`src/rtl/alu_pkg.sv`:
```
// Shared opcodes, flag-bit positions and control-state encoding for alu_pipe.
package alu_pkg;

  localparam logic [3:0] OP_ADD    = 4'h0;
  localparam logic [3:0] OP_PADDSB = 4'h1;
  localparam logic [3:0] OP_SUB    = 4'h2;
  localparam logic [3:0] OP_AND    = 4'h3;
  localparam logic [3:0] OP_NOR    = 4'h4;
  localparam logic [3:0] OP_SLL    = 4'h5;
  localparam logic [3:0] OP_SRL    = 4'h6;
  localparam logic [3:0] OP_SRA    = 4'h7;
  localparam logic [3:0] OP_LW     = 4'h8;
  localparam logic [3:0] OP_SW     = 4'h9;
  localparam logic [3:0] OP_LHB    = 4'hA;
  localparam logic [3:0] OP_LLB    = 4'hB;
  localparam logic [3:0] OP_MUL    = 4'hC;

  localparam int FLAG_Z = 0;
  localparam int FLAG_V = 1;
  localparam int FLAG_N = 2;

  typedef enum logic [1:0] {
    ST_IDLE    = 2'd0,
    ST_MUL_RUN = 2'd1,
    ST_DONE    = 2'd2
  } state_t;

  // Signed byte add clamped to [-128, 127].
  function automatic logic [7:0] sat_add8(input logic [7:0] a, input logic [7:0] b);
    logic [8:0] s;
    s = {a[7], a} + {b[7], b};
    if (s[8] != s[7]) return s[8] ? 8'h80 : 8'h7F;
    return s[7:0];
  endfunction

endpackage

```
`src/rtl/alu_mul_iter.sv`:
```
// Unsigned shift-add multiplier: one multiplier bit per cycle, W iterations,
// done pulses for one cycle once product holds the full 2W-bit result.
module alu_mul_iter #(
  parameter int W = 16
) (
  input  logic           clk,
  input  logic           rst_n,
  input  logic           start,
  input  logic [W-1:0]   a,
  input  logic [W-1:0]   b,
  output logic           done,
  output logic [2*W-1:0] product
);

  localparam int CW = $clog2(W);

  logic [2*W-1:0] mcand_q, mcand_d;
  logic [2*W-1:0] acc_q, acc_d;
  logic [W-1:0]   mplier_q, mplier_d;
  logic [CW-1:0]  cnt_q, cnt_d;
  logic           run_q, run_d;
  logic           done_q, done_d;

  always_comb begin
    mcand_d  = mcand_q;
    acc_d    = acc_q;
    mplier_d = mplier_q;
    cnt_d    = cnt_q;
    run_d    = run_q;
    done_d   = 1'b0;
    if (start) begin
      mcand_d  = {{W{1'b0}}, a};
      mplier_d = b;
      acc_d    = '0;
      cnt_d    = '0;
      run_d    = 1'b1;
    end else if (run_q) begin
      if (mplier_q[0]) acc_d = acc_q + mcand_q;
      mcand_d  = mcand_q << 1;
      mplier_d = mplier_q >> 1;
      if (cnt_q == CW'(W - 1)) begin
        cnt_d  = '0;
        run_d  = 1'b0;
        done_d = 1'b1;
      end else begin
        cnt_d = cnt_q + 1'b1;
      end
    end
  end

  always_ff @(posedge clk or negedge rst_n) begin
    if (!rst_n) begin
      mcand_q  <= '0;
      acc_q    <= '0;
      mplier_q <= '0;
      cnt_q    <= '0;
      run_q    <= 1'b0;
      done_q   <= 1'b0;
    end else begin
      mcand_q  <= mcand_d;
      acc_q    <= acc_d;
      mplier_q <= mplier_d;
      cnt_q    <= cnt_d;
      run_q    <= run_d;
      done_q   <= done_d;
    end
  end

  assign done    = done_q;
  assign product = acc_q;

endmodule

```
`src/rtl/alu_pipe.sv`:
```
// Single-issue ALU with a one-entry registered output and ready/valid handshakes.
// Define ALU_PIPE_MUL_EN to add the iterative multiplier on opcode C.
module alu_pipe #(
  parameter int W   = 16,
  parameter int SHW = $clog2(W)
) (
  input  logic         clk,
  input  logic         rst_n,
  input  logic         in_valid,
  output logic         in_ready,
  input  logic [3:0]   op,
  input  logic [W-1:0] src0,
  input  logic [W-1:0] src1,
  input  logic [W-1:0] imm,
  output logic         out_valid,
  input  logic         out_ready,
  output logic [W-1:0] result,
  output logic [2:0]   flags
);

  import alu_pkg::*;

  localparam logic [W-1:0] SMAX = {1'b0, {(W-1){1'b1}}};
  localparam logic [W-1:0] SMIN = {1'b1, {(W-1){1'b0}}};

  state_t       state_q, state_d;
  logic [W-1:0] result_q, result_d;
  logic [2:0]   flags_q, flags_d;

  logic         busy, accept, is_mul, mul_done;
  logic [W-1:0] mul_res;
  logic [2:0]   mul_flg;
  logic [W-1:0] alu_res;
  logic [2:0]   alu_flg;
  logic [W-1:0] paddsb_res;
  logic [W:0]   add_ext, sub_ext;
  logic [W-1:0] add_sat, sub_sat;

  assign out_valid = (state_q == ST_DONE);
  assign in_ready  = !busy && (!out_valid || out_ready);
  assign accept    = in_valid && in_ready;

`ifdef ALU_PIPE_MUL_EN
  logic [2*W-1:0] mul_product;
  logic           mul_start;

  assign mul_start = accept && is_mul;
  assign is_mul    = (op == OP_MUL);
  assign busy      = (state_q == ST_MUL_RUN);
  assign mul_res   = mul_product[W-1:0];
  assign mul_flg   = {mul_product[W-1], |mul_product[2*W-1:W], mul_product[W-1:0] == '0};

  alu_mul_iter #(.W(W)) u_mul (
    .clk     (clk),
    .rst_n   (rst_n),
    .start   (mul_start),
    .a       (src0),
    .b       (src1),
    .done    (mul_done),
    .product (mul_product)
  );
`else
  assign is_mul   = 1'b0;
  assign busy     = 1'b0;
  assign mul_done = 1'b0;
  assign mul_res  = '0;
  assign mul_flg  = '0;
`endif

  genvar gi;
  generate
    for (gi = 0; gi < W / 8; gi++) begin : g_byte
      assign paddsb_res[gi*8 +: 8] = sat_add8(src0[gi*8 +: 8], src1[gi*8 +: 8]);
    end
  endgenerate

  // One extra sign bit exposes overflow as a mismatch between the top two bits.
  assign add_ext = {src0[W-1], src0} + {src1[W-1], src1};
  assign sub_ext = {src0[W-1], src0} - {src1[W-1], src1};
  assign add_sat = (add_ext[W] != add_ext[W-1]) ? (add_ext[W] ? SMIN : SMAX) : add_ext[W-1:0];
  assign sub_sat = (sub_ext[W] != sub_ext[W-1]) ? (sub_ext[W] ? SMIN : SMAX) : sub_ext[W-1:0];

  always_comb begin
    alu_res = '0;
    alu_flg = flags_q;
    case (op)
      OP_ADD: begin
        alu_res = add_sat;
        alu_flg = {add_sat[W-1], add_ext[W] ^ add_ext[W-1], add_sat == '0};
      end
      OP_SUB: begin
        alu_res = sub_sat;
        alu_flg = {sub_sat[W-1], sub_ext[W] ^ sub_ext[W-1], sub_sat == '0};
      end
      OP_PADDSB: alu_res = paddsb_res;
      OP_AND:    alu_res = src0 & src1;
      OP_NOR:    alu_res = ~(src0 | src1);
      OP_SLL:    alu_res = src0 << src1[SHW-1:0];
      OP_SRL:    alu_res = src0 >> src1[SHW-1:0];
      OP_SRA:    alu_res = W'($signed(src0) >>> src1[SHW-1:0]);
      OP_LW,
      OP_SW:     alu_res = src0 + imm;
      OP_LHB:    alu_res = {imm[W/2-1:0], src0[W/2-1:0]};
      OP_LLB:    alu_res = imm;
      default:   alu_res = '0;
    endcase
    if (op inside {OP_AND, OP_NOR, OP_SLL, OP_SRL, OP_SRA})
      alu_flg[FLAG_Z] = (alu_res == '0);
  end

  always_comb begin
    state_d  = state_q;
    result_d = result_q;
    flags_d  = flags_q;
    case (state_q)
      ST_IDLE, ST_DONE: begin
        if (accept) begin
          if (is_mul) begin
            state_d = ST_MUL_RUN;
          end else begin
            state_d  = ST_DONE;
            result_d = alu_res;
            flags_d  = alu_flg;
          end
        end else if (state_q == ST_DONE && out_ready) begin
          state_d = ST_IDLE;
        end
      end
      ST_MUL_RUN: begin
        if (mul_done) begin
          state_d  = ST_DONE;
          result_d = mul_res;
          flags_d  = mul_flg;
        end
      end
      default: state_d = ST_IDLE;
    endcase
  end

  always_ff @(posedge clk or negedge rst_n) begin
    if (!rst_n) begin
      state_q  <= ST_IDLE;
      result_q <= '0;
      flags_q  <= 3'b000;
    end else begin
      state_q  <= state_d;
      result_q <= result_d;
      flags_q  <= flags_d;
    end
  end

  assign result = result_q;
  assign flags  = flags_q;

endmodule

```
`config.mk`:
```
export PLATFORM = sky130hd
export DESIGN_NAME = alu_pipe
export DESIGN_NICKNAME = d
export VERILOG_FILES = /design/src/rtl/alu_pkg.sv /design/src/rtl/alu_mul_iter.sv /design/src/rtl/alu_pipe.sv
export SDC_FILE = /design/constraint.sdc
export NUM_CORES = 1
export LEC_CHECK = 0
export CAP_MARGIN = 20
export CORE_ASPECT_RATIO = 0.7
export CORE_MARGIN = 10
export CORE_UTILIZATION = 64
export DETAILED_ROUTE_END_ITERATION = 7
export PLACE_DENSITY = 0.89
export RECOVER_POWER = 50
export SLEW_MARGIN = 20
export SYNTH_ARGS = -nofsm -noshare
export SYNTH_HDL_FRONTEND = slang
export SYNTH_SLANG_ARGS = --single-unit
```
`constraint.sdc`:
```
create_clock -name clk -period 4.87 [get_ports clk]
set_clock_uncertainty 0.15 [all_clocks]
set_input_delay 0.487 -clock clk [delete_from_list [all_inputs] [get_ports clk]]
set_output_delay 0.487 -clock clk [all_outputs]
set_load 0.05 [all_outputs]
```
==> impl_metrics.env, run 1 <==
export IMPL_status="completed"
export IMPL_htreeDepth=1
export IMPL_p_clk_share_pct=14.4
export IMPL_min_path_type="register to register"
export IMPL_use_met3_pct=18.8
export IMPL_p_sw_share_pct=51.3
export IMPL_ys_warn_count=0
export IMPL_final_max_slew_viol_count=0
export IMPL_peakVddDrop_uv=178
export IMPL_hp_start="result[6]"
export IMPL_path_cells="clkdlybuf4s50_1 > inv_1 > ha_1 > and2_1 > a221o_1 > o21ai_1 > a31oi_1 > a2111oi_0 > o221a_1 > nand4_1 > nor4_1 > nand4_1 > o21ai_2"
export IMPL_ys_ff_latch=20
export IMPL_row_count=31
export IMPL_grt_max_degree=40
export IMPL_setup_violations=0
export IMPL_die_y_um=106
export IMPL_synth_cells=907
export IMPL_startpoint_type="input pin"
export IMPL_crit_required_ns=4.91
export IMPL_grt_usage_pct=37.6
export IMPL_finalHoldViolations=0
export IMPL_fillers=826
export IMPL_reg2regPathDepth=11
export IMPL_ctsHoldBuffers=0
export IMPL_busiest_layer="met1"
export IMPL_synth_edff_count=0
export IMPL_drtIter0Drc=1541
export IMPL_async_reset_ff_share_pct=100
export IMPL_io_buffers=76
export IMPL_drcViolationCount=0
export IMPL_path_class="input pin to register"
export IMPL_fin_cells=1101
export IMPL_crit_slowest_cell="a2111oi_0"
export IMPL_nets=1098
export IMPL_synth_largest_area_cell="ha_1"
export IMPL_use_met2_pct=48.3
export IMPL_p_comb_share_pct=71.9
export IMPL_internal_power_w=0.000769
export IMPL_seq_area_frac_synth_pct=7.40
export IMPL_final_antenna_net_count=0
export IMPL_synth_avg_cell_area_um2=7.46
export IMPL_grt_pass1_vias=7702
export IMPL_reg2reg_slack_ns=1.63
export IMPL_max_stage_delay_ns=0.69
export IMPL_drv_cap=0
export IMPL_tritoncts="yes"
export IMPL_r2r_end="flags[0]"
export IMPL_vias=8345
export IMPL_clockBufferDepth=2
export IMPL_path_buf_inv=2
export IMPL_arrival_ns=4.39
export IMPL_cts_root_buf="clkbuf_16"
export IMPL_relSlewSlack_pct=33.2
export IMPL_avgViaCountPerCell=7.58
export IMPL_power_frac_seq_pct=13.7
export IMPL_die_w_um=143
export IMPL_dp_hpwl_mm=23.6
export IMPL_core_um2=10300
export IMPL_path_clk_slew_ns=0.06
export IMPL_drt_wl_total_mm=29.7
export IMPL_cts_buffers=3
export IMPL_cellLeakagePower_nw=3.24
export IMPL_r2r_start="state_q[1]"
export IMPL_cts_sinks=20
export IMPL_initial_core_util_pct=65.5
export IMPL_syn_num_nets=1035
export IMPL_holdPathEnd="result[6]"
export IMPL_wl_per_cell_um=27.0
export IMPL_netlist_area_leader_share_pct=12.6
export IMPL_cp_top_family="compound AO/OA/AOI/OAI gates"
export IMPL_area_growth_pct=15.7
export IMPL_num_io_pins=77
export IMPL_yosys_top_cells_count="94 x nand2_1, 68 x ha_1, 66 x nor2_1"
export IMPL_antenna_cells=0
export IMPL_fmax_ghz=0.230
export IMPL_tightestPinTransition_ns=0.989
export IMPL_p_per_area_nw_per_um2=202
export IMPL_grt_antenna_before_repair=0
export IMPL_place_congestion=1.17
export IMPL_switching_power_w=0.000811
export IMPL_cts_resized=0
export IMPL_synth_ff_type="dfrtp_1"
export IMPL_dr_pass1_iters=7
export IMPL_dieArea_um2=15100
export IMPL_endpoint_kind="register"
export IMPL_gr_usage_met1_pct=51.8
export IMPL_yosysUniqueCellTypes=84
export IMPL_syn_area_um2=6760
export IMPL_overflow=0
export IMPL_hold_depth=2
export IMPL_drive_gt1_share_pct=10.8
export IMPL_synth_most_common_cell="nand2_1"
export IMPL_fin_setup_tns_ns=0
export IMPL_grt_pass1_wl_mm=44.8
export IMPL_dp_cells=1097
export IMPL_post_route_min_period_ns=4.35
export IMPL_crit_fanout=13
export IMPL_rsz0062_at_grt="no"
export IMPL_post_cts_buffers=0
export IMPL_synth_area_top_cells="ha_1 13%, mux4_2 7.7%, dfrtp_1 7.4%, nand2_1 5.2%, xnor2_1 4.5%"
export IMPL_critical_path_most_common_cell="nand4_1"
export IMPL_finalCritPeriodShare_pct=89.4
export IMPL_clock_latency_ns=0.25
==> kinds of logic after synthesis <==
family | count (synthesis) | synth area share, %
compound gates | 292 | 29.6
simple gates | 301 | 22.0
flops | 20 | 7.40
fa+ha+maj | 80 | 14.9
mux | 63 | 13.8
buf+inv | 110 | 6.88
xor+xnor | 41 | 5.31
==> metrics by stage <==
step | power, W | cell area (um2) | util, % | hold WS (ns) | setup WS [ns]
floorplan | 0.000919 | 6760 | - | 0.0414 | 1.25
global placement | 0.00129 | 7720 | 74.8 | 0.307 | 0.414
detailed placement | 0.00130 | 7720 | 74.8 | 0.307 | 0.423
CTS | 0.00153 | 7830 | 75.9 | 0.320 | 0.685
global route | 0.00163 | 7830 | 75.9 | 0.358 | 0.340
finish | 0.00158 | 7830 | 75.9 | 0.317 | 0.515
==> state kept, by name (all words and copies together), names as in the netlist <==
signal,flops
flags,3
result,16
state_q,1
==> layout make-up <==
| cell class | instances | area (um2) | area share, % |
|---|---|---|---|
| Multi-Input combinational cell | 777 | 5800 | 74.1 |
| Timing Repair Buffer | 119 | 1070 | 13.7 |
| Sequential cell | 20 | 500 | 6.39 |
| Inverter | 49 | 186 | 2.38 |
| Tap cell | 132 | 165 | 2.11 |
| Clock buffer | 3 | 75.1 | 0.959 |
| Clock inverter | 1 | 30.0 | 0.384 |
==> power groups by stage <==
stage / logic, W / registers (W) / clock network (W)
floorplan: 0.000587 / 0.000332 / 0
global placement: 0.00107 / 0.000219 / 0
detailed placement: 0.00108 / 0.000220 / 0
CTS: 0.00108 / 0.000218 / 0.000227
global route: 0.00118 / 0.000221 / 0.000233
finish: 0.00114 / 0.000217 / 0.000227
==> tightest hold or removal path, delay by kind of cell (launching register included) <==
family	cells	cell delay [ns]
simple gates	2	0.10
flops	1	0.33
==> worst max-delay path by stage <==
stage	start	cells past startpoint	endpoint
2_1_floorplan	src1[3]	15	flags[0]
3_3_place_gp	src0[14]	13	flags[0]
3_5_place_dp	src0[14]	13	flags[0]
4_1_cts	src0[14]	13	flags[0]
5_1_grt	src0[14]	13	flags[0]
6_report	src0[14]	13	flags[0]
==> layout by cell type, fill, tap and decap left out, drive strengths merged, types with 8 or more instances in the layout <==
| master | n |
|---|---|
| nand2 | 94 |
| ha | 68 |
| nor2 | 66 |
| clkdlybuf4s50 | 63 |
| a21oi | 60 |
| o21ai | 57 |
| inv | 48 |
| buf | 45 |
| xnor2 | 35 |
| mux2i | 27 |
| nor3 | 24 |
| mux4 | 23 |
| dfrtp | 20 |
| nand4 | 19 |
| nand3 | 18 |
| a22oi | 18 |
| nand2b | 14 |
| a31oi | 14 |
| a211oi | 14 |
| o21a | 13 |
| a21o | 13 |
| mux2 | 13 |
| o31ai | 12 |
| dlygate4sd3 | 11 |
| nor4 | 11 |
| o22ai | 10 |
| o211ai | 10 |
| o221ai | 9 |
| a221oi | 9 |
| and3 | 8 |
| maj3 | 8 |
==> per-layer routing <==
| layer | routed length, um | vias to the layer above |
|---|---|---|
| met5 | 0 | - |
| met4 | 1610 | 0 |
| met3 | 6000 | 169 |
| met2 | 10600 | 868 |
| met1 | 11400 | 3757 |
| li1 | - | 3551 |
No activity file was read; power rests on OpenSTA's default activity.
==> inputs of run 2 (changes only) <==
--- a/config.mk
+++ b/config.mk
@@ -8,9 +8,9 @@
 export CAP_MARGIN = 20
 export CORE_ASPECT_RATIO = 0.7
 export CORE_MARGIN = 10
-export CORE_UTILIZATION = 64
+export CORE_UTILIZATION = 59
 export DETAILED_ROUTE_END_ITERATION = 7
-export PLACE_DENSITY = 0.89
+export PLACE_DENSITY = 0.83
 export RECOVER_POWER = 50
 export SLEW_MARGIN = 20
 export SYNTH_ARGS = -nofsm -noshare
==> constraint.sdc (replaced) <==
create_clock -name clk -period 4.8 [get_ports clk]
set_clock_uncertainty 0.15 [all_clocks]
set_input_delay 0.48 -clock clk [delete_from_list [all_inputs] [get_ports clk]]
set_output_delay 0.48 -clock clk [all_outputs]
set_load 0.05 [all_outputs]
==> run 2 against run 1 <==
- the run now ends with design-rule violations left
- sequential power about the same
- cell area increased by 1.8%
- worst setup slack got worse by 0.24 ns
- non-clock buffer count increased by 13
- via count increased by 1.2%
- sequential share of layout area decreased by 0.11 points
- power increased by 2.4%
- flip-flop and latch count unchanged
==> impl_metrics.env, run 2 (same netlist as run 1, synthesis figures left out) <==
export IMPL_worst_hold_slack_ns=0.324
export IMPL_crit_fanout=8
export IMPL_cellLeakagePower_nw=3.30
export IMPL_fin_cells=1135
export IMPL_p_sw_share_pct=51.3
export IMPL_post_route_min_period_ns=4.52
export IMPL_clockBufferDepth=2
export IMPL_p_clk_share_pct=14.0
export IMPL_dieArea_um2=16200
export IMPL_grt_antenna_before_repair=0
export IMPL_cts_sinks=20
export IMPL_cts_root_buf="clkbuf_16"
export IMPL_antenna_cells=0
export IMPL_path_class="input pin to register"
export IMPL_rsz0062_at_grt="no"
export IMPL_p_comb_share_pct=72.5
export IMPL_crit_required_ns=4.83
export IMPL_layout_setup_ws_ns=0.279
export IMPL_drcViolationCount=8
export IMPL_largest_reg_flops=16
export IMPL_num_io_pins=77
export IMPL_startpoint_type="input pin"
export IMPL_post_cts_buffers=0
export IMPL_power_frac_seq_pct=13.5
export IMPL_arrival_ns=4.55
export IMPL_nets=1111
export IMPL_internal_power_w=0.000788
export IMPL_final_antenna_net_count=0
export IMPL_vias=8444
export IMPL_finalHoldViolations=0
export IMPL_dr_pass1_iters=8
export IMPL_place_ws_ns=0.276
export IMPL_path_clk_slew_ns=0.05
export IMPL_drtIter0Drc=1824
export IMPL_wl_per_cell_um=27.3
export IMPL_relSlewSlack_pct=27.9
export IMPL_htreeDepth=1
export IMPL_min_path_type="register to register"
export IMPL_setup_violations=0
export IMPL_status="finished with violations"
export IMPL_tritoncts="yes"
export IMPL_die_y_um=110
export IMPL_core_um2=11100
export IMPL_initial_core_util_pct=61.0
export IMPL_violations="design-rule violations"
export IMPL_dp_cells=1131
export IMPL_drive_gt1_share_pct=12.1
export IMPL_endpoint_kind="register"
export IMPL_place_congestion=1.15
export IMPL_row_count=32
export IMPL_peakVddDrop_uv=173
export IMPL_avgViaCountPerCell=7.44
export IMPL_drv_cap=0
export IMPL_die_w_um=148
export IMPL_drt_wl_total_mm=31.0
export IMPL_finalCritPeriodShare_pct=94.2
export IMPL_grt_pass1_vias=7806
export IMPL_io_buffers=76
export IMPL_cts_buffers=3
export IMPL_ctsHoldBuffers=0
export IMPL_clock_latency_ns=0.25
export IMPL_p_per_area_nw_per_um2=203
export IMPL_tightestPinTransition_ns=1.07
export IMPL_final_common_cell="nand2_1"
export IMPL_fmax_ghz=0.221
export IMPL_grt_max_degree=43
export IMPL_cts_resized=0
export IMPL_area_growth_pct=17.9
export IMPL_overflow=0
export IMPL_grt_usage_pct=37.0
export IMPL_switching_power_w=0.000830
export IMPL_dp_hpwl_mm=25.4
export IMPL_fin_setup_tns_ns=0
export IMPL_final_cell_mix="94 x nand2_1, 68 x ha_1, 66 x nor2_1"
export IMPL_final_max_slew_viol_count=0
export IMPL_grt_pass1_wl_mm=47.0
[run 2: final cells by class]
cell class              instances  area [um2]
clock buffers                   3        75.1
clock inverters                 1        30.0
fillers                       906        3120
inverters                      49         186
multi-input cells             777        5800
flip-flops and latches         20         500
well taps                     153         191
repair buffers                132        1180
[run 2: worst max-delay path, stage by stage]
cell and delay [ns]:
clkdlybuf4s50_1 0.57, ha_1 0.34, fa_1 0.44, a211oi_1 0.29, o41a_4 0.27, a211oi_2 0.11
or2_2 0.34, o21ai_0 0.53, o221a_1 0.29, nand4_1 0.20, nor4_1 0.37, nand4_1 0.17
o21ai_2 0.14
[run 2: final timing paths]
path | from | endpoint | slack [ns] | depth (start not counted)
setup / recovery | src0[0] | flags[0] | 0.28 | 13
hold / removal | result[9] | result[9] | 0.32 | 2
setup reg to reg | state_q[1] | flags[0] | 1.61 | 11
hold reg to reg | result[9] | result[9] | 0.32 | 2
max in group asynchronous | rst_n | result[7] | 3.33 | 1
min in group asynchronous | rst_n | result[2] | 0.64 | 1
[run 2: per-stage QoR]
stage	utilization [%]	area [um2]	power, W
after floorplan	-	6760	0.000933
after global placement	70.9	7870	0.00133
after detailed placement	70.9	7870	0.00134
after CTS	71.9	7970	0.00157
after global routing	71.9	7970	0.00167
final	71.9	7970	0.00162
[run 2: layer usage]
layer | GRT usage (%) | wire length, um | vias up
li1 | - | - | 3582
met1 | 50.1 | 12100 | 3862
met2 | 50.2 | 11400 | 881
met3 | 18.6 | 6420 | 119
met4 | 10.2 | 1060 | 0
met5 | 0 | 0 | -
[run 2: power groups by stage]
stage | Sequential, W | Clock (W) | Combinational [W]
2_1_floorplan | 0.000337 | 0 | 0.000596
3_3_place_gp | 0.000221 | 0 | 0.00111
3_5_place_dp | 0.000223 | 0 | 0.00111
4_1_cts | 0.000220 | 0.000227 | 0.00112
5_1_grt | 0.000222 | 0.000234 | 0.00122
6_report | 0.000219 | 0.000226 | 0.00117
==> inputs of run 3 (changes only) <==
--- a/config.mk
+++ b/config.mk
@@ -8,9 +8,11 @@
 export CAP_MARGIN = 20
 export CORE_ASPECT_RATIO = 0.7
 export CORE_MARGIN = 10
-export CORE_UTILIZATION = 59
+export CORE_UTILIZATION = 45
 export DETAILED_ROUTE_END_ITERATION = 7
-export PLACE_DENSITY = 0.83
+export GPL_ROUTABILITY_DRIVEN = 0
+export HOLD_SLACK_MARGIN = 0.06
+export PLACE_DENSITY = 0.66
 export RECOVER_POWER = 50
 export SLEW_MARGIN = 20
 export SYNTH_ARGS = -nofsm -noshare
==> run 3 against run 2 <==
- the run still ends with design-rule violations left
- final cell count rose by 2.9%
- core utilization fell by 18 points
- non-clock buffer count fell by 9
- cell area fell by 0.19%
- first-iteration DRC count fell by 31%
- worst setup slack improved by 0.086 ns
==> impl_metrics.env, run 3 (same netlist as run 1, synthesis figures left out) <==
export IMPL_status="finished with violations"
export IMPL_violations="design-rule violations"
export IMPL_cellLeakagePower_nw=3.26
export IMPL_place_ws_ns=0.277
export IMPL_arrival_ns=4.47
export IMPL_final_max_slew_viol_count=0
export IMPL_tightestPinTransition_ns=1.02
export IMPL_startpoint_type="input pin"
export IMPL_die_w_um=167
export IMPL_antenna_cells=0
export IMPL_finalCritPeriodShare_pct=92.4
export IMPL_cts_sinks=20
export IMPL_grt_max_degree=44
export IMPL_clockBufferDepth=2
export IMPL_overflow=0
export IMPL_cts_buffers=3
export IMPL_core_um2=14700
export IMPL_fin_setup_tns_ns=0
export IMPL_busiest_layer="met1"
export IMPL_seqCellArea_um2=500
export IMPL_drt_wl_total_mm=30.3
export IMPL_avgViaCountPerCell=6.97
export IMPL_tritoncts="yes"
export IMPL_clock_latency_ns=0.26
export IMPL_row_count=37
export IMPL_dp_hpwl_mm=24.4
export IMPL_endpoint_kind="register"
export IMPL_drv_cap=0
export IMPL_grt_antenna_before_repair=0
export IMPL_use_met2_pct=37.1
export IMPL_p_per_area_nw_per_um2=202
export IMPL_layout_setup_ws_ns=0.365
export IMPL_finalHoldViolations=0
export IMPL_final_antenna_net_count=0
export IMPL_relSlewSlack_pct=31.6
export IMPL_fillers=1483
export IMPL_nets=1102
export IMPL_largest_reg_flops=16
export IMPL_vias=8145
export IMPL_dieArea_um2=20400
export IMPL_crit_required_ns=4.84
export IMPL_dr_pass1_iters=8
export IMPL_num_io_pins=77
export IMPL_grt_pass1_vias=7533
export IMPL_use_met3_pct=13.8
export IMPL_fmax_ghz=0.225
export IMPL_cts_root_buf="clkbuf_16"
export IMPL_post_route_min_period_ns=4.43
export IMPL_drcViolationCount=2
export IMPL_htreeDepth=1
export IMPL_path_class="input pin to register"
export IMPL_grt_usage_pct=28.2
export IMPL_setup_violations=0
export IMPL_final_common_cell="nand2_1"
export IMPL_die_y_um=123
export IMPL_post_cts_buffers=0
export IMPL_gr_usage_met1_pct=38.7
export IMPL_min_path_type="register to register"
export IMPL_peakVddDrop_uv=161
export IMPL_grt_pass1_wl_mm=45.9
export IMPL_initial_core_util_pct=45.9
export IMPL_drive_gt1_share_pct=11.3
export IMPL_final_cell_mix="94 x nand2_1, 68 x ha_1, 66 x nor2_1"
export IMPL_rsz0062_at_grt="no"
export IMPL_path_clk_slew_ns=0.06
export IMPL_wl_per_cell_um=26.0
export IMPL_cts_resized=0
export IMPL_ctsHoldBuffers=0
export IMPL_area_growth_pct=17.6
export IMPL_io_buffers=76
export IMPL_crit_fanout=9
export IMPL_drtIter0Drc=1267
export IMPL_multiInputGateArea_um2=5800
run 3: power by group:
part           total (W)  leakage, nW  switching (W)  internal, W
Clock           0.000230       0.0511      0.0000648     0.000166
Combinational    0.00116         2.96       0.000739     0.000416
Sequential      0.000218        0.250      0.0000171     0.000201
run 3: stage by stage:
stage               hold slack, ns  area [um2]  cells  power [W]  util [%]
floorplan                   0.0344        6760    907   0.000933         -
global placement             0.305        7850   1164    0.00133      53.3
detailed placement           0.312        7850   1164    0.00133      53.3
CTS                          0.325        7960   1168    0.00156      54.0
global route                 0.337        7960   1168    0.00167      54.0
finish                       0.311        7960   1168    0.00160      54.0
run 3: layout make-up:
class                           instances  share of cell area, %
Inverter                               49                   2.34
Clock buffer                            3                  0.944
Sequential cell                        20                   6.29
Timing Repair Buffer                  123                   14.0
Clock inverter                          1                  0.377
Tap cell                              195                   3.07
Multi-Input combinational cell        777                   72.9
run 3: final timing paths:
| kind | from | end | slack [ns] | cells past startpoint |
|---|---|---|---|---|
| min in group asynchronous | rst_n | result[14] | 0.64 | 1 |
| max in group asynchronous | rst_n | result[5] | 3.32 | 1 |
| setup / recovery | src0[0] | flags[0] | 0.37 | 14 |
| hold / removal | result[6] | result[6] | 0.31 | 2 |
| hold reg to reg | result[6] | result[6] | 0.31 | 2 |
| setup reg to reg | state_q[1] | flags[0] | 1.76 | 10 |
run 3: worst max-delay path, stage by stage:
cell and delay (ns):
clkdlybuf4s50_1 0.57, ha_1 0.34, fa_1 0.43, a211oi_1 0.30, o41a_4 0.26, a211oi_2 0.11, nor2_1 0.30, a21boi_1 0.11
buf_4 0.20, a221oi_1 0.52, nand4_1 0.24, nor4_1 0.29, nand4_1 0.16, o21ai_2 0.16
run 3: metal layers:
metal | wire length, um | vias up
met4 | 1450 | 0
met2 | 10900 | 730
met5 | 0 | -
met1 | 12600 | 3722
met3 | 5410 | 131
li1 | - | 3562
==> RTL change 1 (config.mk and constraints of run 2) <==
Put one more register stage on the output `flags`, cleared by the reset. The value now appears one clock later. The other outputs are not delayed to match.
--- a/src/rtl/alu_pipe.sv
+++ b/src/rtl/alu_pipe.sv
@@ -152,3 +152,9 @@
   assign result = result_q;
-  assign flags  = flags_q;
+  always_ff @(posedge clk or negedge rst_n) begin
+    if (!rst_n) begin
+      flags <= '0;
+    end else begin
+      flags <= flags_q;
+    end
+  end
 
Behaviour: not the same (a bounded check fails within 4 cycles, from zero or initial values and one cycle with rst_n low).
==> RTL change 1 against run 2 <==
The run still ends with design-rule violations left; largest cell class unchanged; maximum frequency is 2.8% lower; first-iteration DRC count is 7.2% lower; synthesized cell count fell by 0.66%; largest power group unchanged; final area rose by 1.6%; worst hold slack got worse by 0.081 ns; area after synthesis increased by 0.89%; non-clock buffer count is 10 higher; power grew 1.4%; sequential cell count rose by 3; setup slack lost 0.13 ns; die area increased by 0.74%; wire length shrank 0.46%; sequential power increased by 18%.
==> RTL change 1: results (changes against run 2) <==
metric,value,unit,change
leakagePower,3.49,nW,+5.6%
hold_slack,0.243,ns,-0.0807 ns
dr.max_layer_used,met5,,
wl_per_cell,26.9,um,-1.6%
wl_met1,11900,um,-1.8%
crit_family,simple AND/OR/NAND/NOR gates,,
dp_hpwl,25100,um,-1.0%
violations,design-rule violations,,
grtUsageMet1,47.8,%,-2.4 points
grt_usage,36.1,%,-0.88 points
worstReg2RegEnd,flags_q[0],,
min_from,flags_q[2],,
syn_inst,901,,-0.66%
ir_worst_vdd,0.222,mV,+29%
grt.met2_usage,50.5,%,+0.32 points
routed-wl-met2,11700,um,+1.9%
max_stage_delay,0.69,ns,+0.12 ns
grt_max_degree,44,,+2.3%
insertion_delay,0.25,ns,about the same
drc,2,,-6
post-place-ws,0.0205,ns,-0.256 ns
outcome,"finished, violations left",,
cp.arrival,4.66,ns,+0.11 ns
yosysUniqueCellTypes,93,,+11%
grt_pass1_wl,46300,um,-1.6%
num_vias,8440,,-0.047%
path_max_fanout,10,,+2
hold-path-cell-count,0,,-2
yosys-top-cells-area,"ha_1 12%, dfrtp_1 8.4%, mux2i_1 5.0%, nand2_1 4.5%, xnor2_1 4.0%",,
reg2reg_slack,1.87,ns,+0.26 ns
fillers,897,,-0.99%
dp.cells,1144,,+1.1%
grtUsageMet3,18.0,%,-0.64 points
pwr-share-seq,15.8,%,+2.3 points
synth_commonest_cells,"81 x nand2_1, 68 x ha_1, 57 x nor2_1, 54 x o21ai_0, 52 x a21oi_1",,
hold_path_end,flags[2],,
clockBufferDepth,2,,unchanged
cts_setup_buffers,0,,unchanged
met3_length,6110,um,-4.8%
grt_pass1_vias,7810,,+0.051%
gp_congestion,1.19,,+3.1%
maxSlewHeadroom,21.2,%,-6.7 points
finalPower,1.64,mW,+1.4%
place_area,8020,um^2,+2.0%
syn_nets,1029,,-0.58%
drt_first_iter_violations,1693,,-7.2%
drive_above_1_share,13.7,%,+1.6 points
seq_area_frac_synth,8.44,%,+1.0 points
p_sw_share,52.1,%,+0.77 points
vias_per_cell,7.35,,-1.2%
p_comb_share,73.6,%,+1.1 points
[RTL change 1: changes by cell type in the layout (fill, tap and decap cells not counted), sizes merged, moves of 7 or more]
cell,delta
a21oi,-7
a22oi,-7
buf,+9
maj3,-7
mux2i,+7
mux4,-11
nand2,-13
nor2,-9
nor2b,+10
o211ai,+8
o31ai,-9
xor2,+8
[RTL change 1: worst max-delay path by stage]
stage                     slack, ns  startpoint          to  cells after the start
after global placement         0.14    src0[13]  flags_q[0]                     13
after CTS                      0.27     src0[0]  flags_q[0]                     15
final                          0.15     src0[8]  flags_q[0]                     13
after global routing          0.006     src0[0]  flags_q[0]                     15
after detailed placement       0.02     src0[0]  flags_q[0]                     15
after floorplan                0.74     src1[2]  flags_q[0]                     14
[RTL change 1: cells by family after synthesis]
group	Yosys count	share of synthesized area, %
multiplexers	64	11.9
flip-flops	23	8.44
XOR/XNOR	45	5.78
AND/OR/NAND/NOR	301	23.0
adder cells (fa/ha/maj)	73	13.8
AO/OA/AOI/OAI	289	30.6
buffers and inverters	106	6.57
[RTL change 1: cell type report]
class / instances / area [um^2] / area share [%]
repair buffers: 142 / 1240 / 15.4
flip-flops and latches: 23 / 576 / 7.11
clock buffers: 3 / 75.1 / 0.927
well taps: 153 / 191 / 2.36
multi-input cells: 772 / 5810 / 71.7
inverters: 54 / 203 / 2.50
clock inverters: 1 / 5.00 / 0.0618
[RTL change 1: worst register-to-register path, cell delays in order (launching register included)]
cell,delay (ns)
dfrtp_1,0.38
nand2b_1,0.13
and2_1,0.14
buf_4,0.22
o21ai_0,0.13
a221oi_1,0.35
o211ai_1,0.19
a21oi_1,0.18
o2111ai_1,0.25
nor3_1,0.24
nand4_1,0.14
o41ai_2,0.34
==> RTL change 2 (flow settings as in run 2) <==
Without the edit above. Change the parameter `W` from 16 to 8.
--- a/src/rtl/alu_pipe.sv
+++ b/src/rtl/alu_pipe.sv
@@ -3,3 +3,3 @@
 module alu_pipe #(
-  parameter int W   = 16,
+  parameter int W   = 8,
   parameter int SHW = $clog2(W)
Ports: changed (resized imm, result, src0 and src1); port bits go from 77 to 45. No check against the original RTL was run, so the function may have changed too.
==> RTL change 2 against run 2 <==
Area after synthesis fell by 54%; combinational power is 58% lower; critical path depth is 2 lower; maximum frequency grew 21%; die area shrank 47%; non-clock buffer count fell by 77; power is 55% lower; wire length fell by 69%; setup slack gained 0.80 ns; sequential cell count is 8 lower; final area shrank 55%.
==> RTL change 2: results (changes against run 2) <==
metric,value,unit,change
yosys-top-cells-area,"ha_1 13%, dfrtp_1 9.8%, mux4_2 5.9%, o21ai_0 4.6%, mux2_2 4.0%",,
min_from,result[5],,
grt_max_degree,29,,-33%
nNetsFinal,489,,-56%
yosysUniqueCellTypes,75,,-11%
synthAdderAreaFrac,17.4,%,+2.4 points
outcome,"finished, final reports clean",,
drive_above_1_share,11.9,%,-0.24 points
path_max_fanout,9,,+1
num_vias,3353,,-60%
leakagePower,1.47,nW,-56%
r2r.worst_path.cells,6,,-5
num_rows,21,,-34%
final-clk-cell-share,1.52,%,+0.20 points
synth_xor_area_share,4.76,%,-0.55 points
inverters,24,,-51%
gp_congestion,1.04,,-9.9%
grt_usage,22.2,%,-15 points
clock_buffers,4,,+1
critical_path.slowest_cell,ha_1,,
hold_path_end,result[5],,
pg_seq,130,uW,-41%
syn_nets,452,,-56%
p_sw,345,uW,-58%
layout.nonclk_buf_share,14.4,%,-0.40 points
-- RTL change 2: cell types whose count changed after synthesis, moves of 22 or more --
| cell | run 2 | this run |
|---|---|---|
| nor2_1 | 66 | 21 |
| clkbuf_1 | 31 | 8 |
| a21oi_1 | 60 | 23 |
| ha_1 | 68 | 32 |
| xnor2_1 | 35 | 9 |
| nand2_1 | 94 | 31 |
| inv_1 | 44 | 22 |
-- RTL change 2: per-stage QoR --
stage	worst slack, ns	power (mW)	hold slack (ns)	std cells
after floorplan	1.36	0.470	0.0344	385
after global placement	0.939	0.612	0.310	486
after detailed placement	0.890	0.622	0.323	486
after CTS	1.13	0.730	0.334	490
after global routing	0.805	0.780	0.350	490
final	1.08	0.734	0.325	490
-- RTL change 2: layer usage --
metal / vias to the layer above / track usage (%) / routed length, um
li1: 1524 / - / -
met1: 1559 / 29.7 / 4200
met2: 240 / 34.2 / 4010
met3: 30 / 6.46 / 1200
met4: 0 / 5.53 / 262
met5: - / 0 / 0
